$ cat src/rtl/alu_issue_capture_if.sv
// alu_issue_capture_if: request/result handshake between the control unit and the ALU issue stage.
interface alu_issue_capture_if #(parameter int WIDTH = 32);
    logic             start;
    logic [WIDTH-1:0] op_a;
    logic [WIDTH-1:0] op_b;
    logic [3:0]       op_ctrl;
    logic             op_inc_pc;
    logic             done_ack;
    logic             busy;
    logic             done;
    logic [WIDTH-1:0] z_reg;
    logic [WIDTH-1:0] hi_reg;
    logic [WIDTH-1:0] lo_reg;
    logic             zero_flag;
    logic             neg_flag;
    logic             illegal_op;
    logic             div0;
    modport master (
        output start, op_a, op_b, op_ctrl, op_inc_pc, done_ack,
        input  busy, done, z_reg, hi_reg, lo_reg, zero_flag, neg_flag, illegal_op, div0
    );
    modport slave (
        input  start, op_a, op_b, op_ctrl, op_inc_pc, done_ack,
        output busy, done, z_reg, hi_reg, lo_reg, zero_flag, neg_flag, illegal_op, div0
    );
endinterface

$ cat src/rtl/alu_issue_capture.sv
// alu_issue_capture: holds ALU operands for SETTLE cycles, then captures results into Z/HI/LO with a done/done_ack handshake.
// Optional macro ALU_DIV0_TRAP_EN short-circuits divide-by-zero straight to DONE with div0 raised.
module alu_issue_capture #(
    parameter int WIDTH  = 32,
    parameter int SETTLE = 2
) (
    input  logic              Clk,
    input  logic              Clr,
    alu_issue_capture_if.slave req,
    output logic [WIDTH-1:0]  alu_reg1,
    output logic [WIDTH-1:0]  alu_reg2,
    output logic [3:0]        alu_control,
    output logic              alu_inc_pc,
    input  logic [WIDTH-1:0]  z_Output1,
    input  logic [WIDTH-1:0]  z_Output2
);
    typedef enum logic [1:0] {IDLE, ISSUE, CAPTURE, DONE} state_t;
    state_t     state, state_nxt;
    logic [3:0] cnt;
    logic       accept, ack, trap, capture, z_wr, wide, illegal;
    assign ack     = state == DONE && req.done_ack;
    assign accept  = req.start && (state == IDLE || ack);
    assign capture = state == CAPTURE;
    // Decode uses the latched op, not the live request, which may already have moved on.
    assign z_wr    = alu_inc_pc || alu_control <= 4'd11;
    assign wide    = !alu_inc_pc && alu_control <= 4'd1;
    assign illegal = !alu_inc_pc && alu_control > 4'd11;
`ifdef ALU_DIV0_TRAP_EN
    assign trap = accept && req.op_ctrl == 4'd0 && !req.op_inc_pc && req.op_b == '0;
    always_ff @(posedge Clk or negedge Clr) begin
        if (!Clr) req.div0 <= 1'b0;
        else      req.div0 <= trap ? 1'b1 : ack ? 1'b0 : req.div0;
    end
`else
    assign trap     = 1'b0;
    assign req.div0 = 1'b0;
`endif
    always_ff @(posedge Clk or negedge Clr) begin
        if (!Clr) state <= IDLE;
        else      state <= state_nxt;
    end
    always_comb begin
        state_nxt = accept ? (trap ? DONE : ISSUE) :
                    state == ISSUE ? (cnt == '0 ? CAPTURE : ISSUE) :
                    state == CAPTURE ? DONE :
                    ack ? IDLE : state;
    end
    always_comb begin
        req.busy = state != IDLE;
        req.done = state == DONE;
    end
    always_ff @(posedge Clk or negedge Clr) begin
        if (!Clr) begin
            cnt            <= '0;
            alu_reg1       <= '0;
            alu_reg2       <= '0;
            alu_control    <= '0;
            alu_inc_pc     <= 1'b0;
            req.z_reg      <= '0;
            req.hi_reg     <= '0;
            req.lo_reg     <= '0;
            req.zero_flag  <= 1'b0;
            req.neg_flag   <= 1'b0;
            req.illegal_op <= 1'b0;
        end else begin
            cnt <= accept ? 4'(SETTLE - 1) : (state == ISSUE && cnt != '0) ? cnt - 4'd1 : cnt;
            if (accept) begin
                alu_reg1    <= req.op_a;
                alu_reg2    <= req.op_b;
                alu_control <= req.op_ctrl;
                alu_inc_pc  <= req.op_inc_pc;
            end
            if (capture && z_wr) begin
                req.z_reg     <= z_Output1;
                req.zero_flag <= z_Output1 == '0;
                req.neg_flag  <= z_Output1[WIDTH-1];
            end
            if (capture && wide) begin
                req.lo_reg <= z_Output1;
                req.hi_reg <= z_Output2;
            end
            req.illegal_op <= capture ? illegal : ack ? 1'b0 : req.illegal_op;
        end
    end
endmodule

$ cat src/flat_wrapper.sv
// flat-port wrapper written by rule: the top's interface ports become plain ports
module alu_issue_capture_flat 
#(
    parameter int WIDTH  = 32,
    parameter int SETTLE = 2
)
  (Clk, Clr, alu_reg1, alu_reg2, alu_control, alu_inc_pc, z_Output1, z_Output2, req_start, req_op_a, req_op_b, req_op_ctrl, req_op_inc_pc, req_done_ack, req_busy, req_done, req_z_reg, req_hi_reg, req_lo_reg, req_zero_flag, req_neg_flag, req_illegal_op, req_div0);
  alu_issue_capture_if #(.WIDTH(WIDTH)) req_i ();
  input  logic Clk;
  input  logic Clr;
  output logic [WIDTH-1:0] alu_reg1;
  output logic [WIDTH-1:0] alu_reg2;
  output logic [3:0] alu_control;
  output logic alu_inc_pc;
  input  logic [WIDTH-1:0] z_Output1;
  input  logic [WIDTH-1:0] z_Output2;
  input wire logic [$bits(req_i.start)-1:0] req_start;
  input wire logic [$bits(req_i.op_a)-1:0] req_op_a;
  input wire logic [$bits(req_i.op_b)-1:0] req_op_b;
  input wire logic [$bits(req_i.op_ctrl)-1:0] req_op_ctrl;
  input wire logic [$bits(req_i.op_inc_pc)-1:0] req_op_inc_pc;
  input wire logic [$bits(req_i.done_ack)-1:0] req_done_ack;
  output wire logic [$bits(req_i.busy)-1:0] req_busy;
  output wire logic [$bits(req_i.done)-1:0] req_done;
  output wire logic [$bits(req_i.z_reg)-1:0] req_z_reg;
  output wire logic [$bits(req_i.hi_reg)-1:0] req_hi_reg;
  output wire logic [$bits(req_i.lo_reg)-1:0] req_lo_reg;
  output wire logic [$bits(req_i.zero_flag)-1:0] req_zero_flag;
  output wire logic [$bits(req_i.neg_flag)-1:0] req_neg_flag;
  output wire logic [$bits(req_i.illegal_op)-1:0] req_illegal_op;
  output wire logic [$bits(req_i.div0)-1:0] req_div0;
  assign req_i.start = req_start;
  assign req_i.op_a = req_op_a;
  assign req_i.op_b = req_op_b;
  assign req_i.op_ctrl = req_op_ctrl;
  assign req_i.op_inc_pc = req_op_inc_pc;
  assign req_i.done_ack = req_done_ack;
  assign req_busy = req_i.busy;
  assign req_done = req_i.done;
  assign req_z_reg = req_i.z_reg;
  assign req_hi_reg = req_i.hi_reg;
  assign req_lo_reg = req_i.lo_reg;
  assign req_zero_flag = req_i.zero_flag;
  assign req_neg_flag = req_i.neg_flag;
  assign req_illegal_op = req_i.illegal_op;
  assign req_div0 = req_i.div0;
  alu_issue_capture #(.WIDTH(WIDTH), .SETTLE(SETTLE)) u_core (.Clk(Clk), .Clr(Clr), .req(req_i), .alu_reg1(alu_reg1), .alu_reg2(alu_reg2), .alu_control(alu_control), .alu_inc_pc(alu_inc_pc), .z_Output1(z_Output1), .z_Output2(z_Output2));
endmodule
$ cat config.mk
export PLATFORM = sky130hd
export DESIGN_NAME = alu_issue_capture_flat
export DESIGN_NICKNAME = d
export VERILOG_FILES = /design/src/rtl/alu_issue_capture_if.sv /design/src/rtl/alu_issue_capture.sv /design/src/flat_wrapper.sv
export SDC_FILE = /design/constraint.sdc
export NUM_CORES = 1
export LEC_CHECK = 0
export CORE_MARGIN = 4
export CORE_UTILIZATION = 30
export DETAILED_ROUTE_END_ITERATION = 6
export PLACE_DENSITY_LB_ADDON = 0.12
export RECOVER_POWER = 100
export REMOVE_ABC_BUFFERS = 1
export SETUP_SLACK_MARGIN = 0.05
export SYNTH_ARGS = -nofsm -noshare
export SYNTH_HDL_FRONTEND = slang
export SYNTH_SLANG_ARGS = --single-unit
$ cat constraint.sdc
create_clock -name Clk -period 3.4 [get_ports Clk]
set_clock_uncertainty 0.1 [all_clocks]
set_input_delay 0.68 -clock Clk [delete_from_list [all_inputs] [get_ports Clk]]
set_output_delay 0.68 -clock Clk [all_outputs]
set_load 0.05 [all_outputs]
Word-level counts from Yosys, hierarchy flattened
Cells that the tools add are included.
{"block": "totals", "reg_bits": 174, "inputBits": 137, "out_inout_bits": 171}
{"block": "classes", "addsub": 1, "order_cmp": 3, "eq_ne": 3, "mux": 9, "reduce_logical": 18}
{"op": "zero test 32 bit", "count": 1}
{"op": "2-to-1 mux 2 bit", "count": 5}
{"op": "2-to-1 mux 4 bit", "count": 2}
{"op": "nonzero test 4 bit", "count": 2}
{"op": "logical AND 1 bit", "count": 7}
{"op": "nonzero test 2 bit", "count": 3}
{"op": "== test 2 bit, second input constant", "count": 2}
{"op": "greater-than comparator 4 bit, second input constant", "count": 1}
{"op": "less-or-equal comparator 4 x 1 -> 1 bit, second input constant", "count": 1}
{"op": "less-or-equal comparator 4 bit, second input constant", "count": 1}
{"op": "zero test 4 bit", "count": 1}
{"op": "subtractor 4 x 1 -> 4 bit, second input constant", "count": 1}
{"op": "== test 2 x 1 -> 1 bit, second input constant", "count": 1}
{"op": "zero test 2 bit", "count": 1}
{"op": "logical OR 1 bit", "count": 2}
{"op": "2-to-1 mux 1 bit", "count": 2}
{"op": "zero test 1 bit", "count": 1}

Logic depth before layout (Yosys ltp)
{"block": "depth", "word_depth": 6, "mapped_depth": 6, "depth_no_buf": 5}

Least setup slack after synthesis
Ideal clock, no wire load.
{"block": "synth_path", "kind": "reg-to-reg", "from": "reg u_core.state[0]", "to": "reg u_core.alu_control[0]", "arrival_time_ns": 1.867, "required_time_ns": 3.175, "path_slack_ns": 1.308, "path_stages_with_launch": 7, "synth_period_minus_slack_ns": 2.092, "cell_sequence": "dfrtp_1 -> ha_1 -> and2_1 -> o21a_1 -> buf_4 -> buf_6 -> mux2_2"}
{"block": "synth_between", "elab_chain_cells": 4, "elab_cells_between_ends": 5}
{"item": "from (decl)", "line_no": "alu_issue_capture.sv:18", "source": "state_t state, state_nxt;"}
{"item": "from (signal assigned)", "line_no": "alu_issue_capture.sv:40", "source": "else state <= state_nxt;"}
{"item": "== test 2 bit"}
{"item": "via req_done", "line_no": "flat_wrapper.sv:24", "source": "output wire logic [$bits(req_i.done)-1:0] req_done;"}
{"item": "logical AND 1 bit", "line_no": "alu_issue_capture.sv:21", "source": "assign ack = state == DONE && req.done_ack;"}
{"item": "logical OR 1 bit", "line_no": "alu_issue_capture.sv:22", "source": "assign accept = req.start && (state == IDLE || ack);"}
{"item": "logical AND 1 bit", "line_no": "alu_issue_capture.sv:22"}
{"item": "to (signal assigned)", "line_no": "alu_issue_capture.sv:70", "source": "alu_control <= req.op_ctrl;"}
{"item": "to (decl)", "line_no": "alu_issue_capture.sv:12", "source": "output logic [3:0] alu_control,"}
The timed path passes the listed nets, and every way through them passes these cells.
A chain may end at the register's enable or synchronous reset.

Final worst setup path
{"block": "layout_path", "from": "in req_done_ack", "to": "reg u_core.alu_reg1[28]"}
{"block": "layout_between", "elab_chain_cells": 3}
{"item": "from (decl)", "line_no": "flat_wrapper.sv:22", "source": "input wire logic [$bits(req_i.done_ack)-1:0] req_done_ack;"}
{"item": "logical AND 1 bit", "line_no": "alu_issue_capture.sv:21"}
{"item": "logical OR 1 bit", "line_no": "alu_issue_capture.sv:22"}
{"item": "logical AND 1 bit", "line_no": "alu_issue_capture.sv:22"}
{"item": "to (signal assigned)", "line_no": "alu_issue_capture.sv:68", "source": "alu_reg1 <= req.op_a;"}
{"item": "to (decl)", "line_no": "alu_issue_capture.sv:10", "source": "output logic [WIDTH-1:0] alu_reg1,"}
No other way between the ends.

==> impl_metrics.ini <==
[clocking]
post_cts_buffers = 0
cts_max_level = 4
clockBufferDepth = 2
insertion_delay_ns = 0.42
cts_resized = 0
cts_buffers = 17
clkSlewWorstSetupHoldPaths_ns = 0.07
numClockSinks = 173
root_buffer = clkbuf_16
cts_hold_buf = 0
cts_tree = yes

[synth]
synthesis.area_um2 = 7000
yosysUniqueCellTypes = 35
ys_seq_elements = 173
syn_avg_cell_area_um2 = 16.8
ys.flop_type = dfrtp_1
yosys_warnings = 0
syn-instance-count = 416
ys_async_sr_fraction = 1.00
synth_edf_count = 0
yosysSeqAreaShare = 0.619

[cells_and_area]
seqCellArea_um2 = 4330
fillCellCount = 2077
multiInputGateArea_um2 = 2210
antennaDiodeCount = 0
area_growth_pct = 52.7
nets = 868
drive_above_1_share = 0.201

[setup_path]
worst_ep_arrival_time_ns = 3.17
crit_path_end_kind = flop
crit_path_start_kind = input port
critical_path_class = input port to flop
crit_fanout = 73
critPathRequiredTime_ns = 3.61

[timing]
fin_ws_ns = 0.432
fin_crit_sh = 0.873
slew_viol_final = 196
fin_crit_ns = 2.97
final-setup-viol-count = 0
fmaxAchievable_ghz = 0.337
relSlewSlack = -0.436
hold_viol = 0
tightestPinTransition_ns = 2.15
rsz0062_at_grt = false

[floorplanning]
num_rows = 55
die_y_um = 161
dieArea_um2 = 25800
initial_core_util = 0.307
dieWidth_um = 161
coreArea_um2 = 22800
ios = 308

[place]
dp_hpwl_um = 14200
port_buffers = 306
dp_slack_ns = 0.897
gp_congestion = 0.746

[global_routing]
use_met2 = 0.256
grt_pass1_wl_um = 30000
grt_pass1_vias = 5054
grt_overflow = 0
use_met3 = 0.0405
track_usage = 0.147
grt_util_met1 = 0.174
antenna_found_initial = 0
grt_max_degree = 87
top_usage_layer = met2

[min_path]
min_path_type = flop to flop

[detailed_routing]
drt-pass1-iter-count = 4
drcViolationCount = 0
ant_nets = 0
wl_per_cell_um = 18.1
finalWirelength_um = 19100
vias = 4579
viasPerCell = 4.36
drt_iter0_drc = 146

[status]
violations = capacitance limit, slew limit
outcome = complete, but fails checks

[run]
drv_cap = 3
==> per-stage QoR <==
stage / area, µm² / util / std cells / hold slack (ns) / TNS [ns]
6_report: 10700 / 0.469 / 1051 / 0.387 / 0
5_1_grt: 10700 / 0.469 / 1051 / 0.408 / 0
4_1_cts: 11000 / 0.481 / 1051 / 0.249 / 0
3_5_place_dp: 10300 / 0.453 / 1020 / 0.381 / 0
3_3_place_gp: 10300 / 0.453 / 1020 / 0.377 / 0
2_1_floorplan: 6780 / - / 394 / 0.284 / -1.66
==> layout by cell type (no fill, tap or decap), drive strengths merged <==
master and instances:
clkinv 2, clkdlybuf4s50 135, clkbuf 26, a211o 1, a21oi 5, and3 1
bufinv 3, mux2 165, xor2 1, dlygate4sd3 170, o21ai 5, dfrtp 173
ha 5, nor3 1, conb 1, and2 1, buf 1, or3b 1
o31ai 1, o21a 2, o211ai 1, nor2b 2, a211oi 1, nor4 9
nand2 2, nand4 2, inv 14, or4b 1, or3 1, nor2 2
and3b 1, a311oi 1, nand2b 1
==> metal layers <==
metal / vias to the layer above / share of wire
li1: 2100 / -
met1: 2310 / 0.38
met2: 143 / 0.53
met3: 26 / 0.056
met4: 0 / 0.027
met5: - / 0
==> cell type report <==
cell class	instances	share of cell area
sequential	173	0.405
timing repair buffer	313	0.290
multi-input combinational	214	0.207
clock buffer	19	0.0424
tap	313	0.0367
clock inverter	12	0.0165
inverter	7	0.00246
==> kinds of logic (layout without fill, tap and decap cells) <==
group	Yosys count	count (layout)	synth area share
flip-flops	173	173	0.619
multiplexers	165	165	0.298
buffers and inverters	29	351	0.0345
AND/OR/NAND/NOR	25	25	0.0232
AO/OA/AOI/OAI	17	17	0.0150
adder cells (fa/ha/maj)	5	5	0.00894
other	1	1	0.000536
XOR/XNOR	1	1	0.00125
==> synthesized netlist by cell type (2+ instances only) <==
cell,number,area (µm²)
nor2_1,2,7.51
dfrtp_1,173,4330
nor2b_1,2,12.5
mux2_2,103,1160
nor4_1,8,50.1
a21oi_1,5,25.0
inv_1,7,26.3
buf_4,3,22.5
ha_1,5,62.6
nand4_1,2,12.5
o21a_1,2,15.0
mux2_4,60,901
clkbuf_1,2,7.51
o21ai_0,5,25.0
mux2_1,2,22.5
buf_6,16,180
==> critical path: stages <==
cell and delay, ns:
clkdlybuf4s50_1 0.48, and2_1 0.19, o21a_2 0.13, buf_2 1.17, mux2_2 0.44
==> worst paths after layout <==
| kind | to | from | depth (start not counted) | slack [ns] |
|---|---|---|---|---|
| max | u_core.alu_reg1[28] | req_done_ack | 5 | 0.43 |
| min reg2reg | u_core.req.hi_reg[26] | u_core.req.hi_reg[26] | 1 | 0.39 |
| min | u_core.req.hi_reg[26] | u_core.req.hi_reg[26] | 1 | 0.39 |
| max in group asynchronous | u_core.req.hi_reg[15] | Clr | 2 | 0.92 |
| max reg2reg | u_core.alu_reg1[28] | u_core.state[1] | 5 | 0.57 |
| min in group asynchronous | u_core.alu_reg2[6] | Clr | 1 | 0.78 |
Power is not shown: default switching activity piles up to over one toggle a cycle in this logic, so the estimate is an artifact.
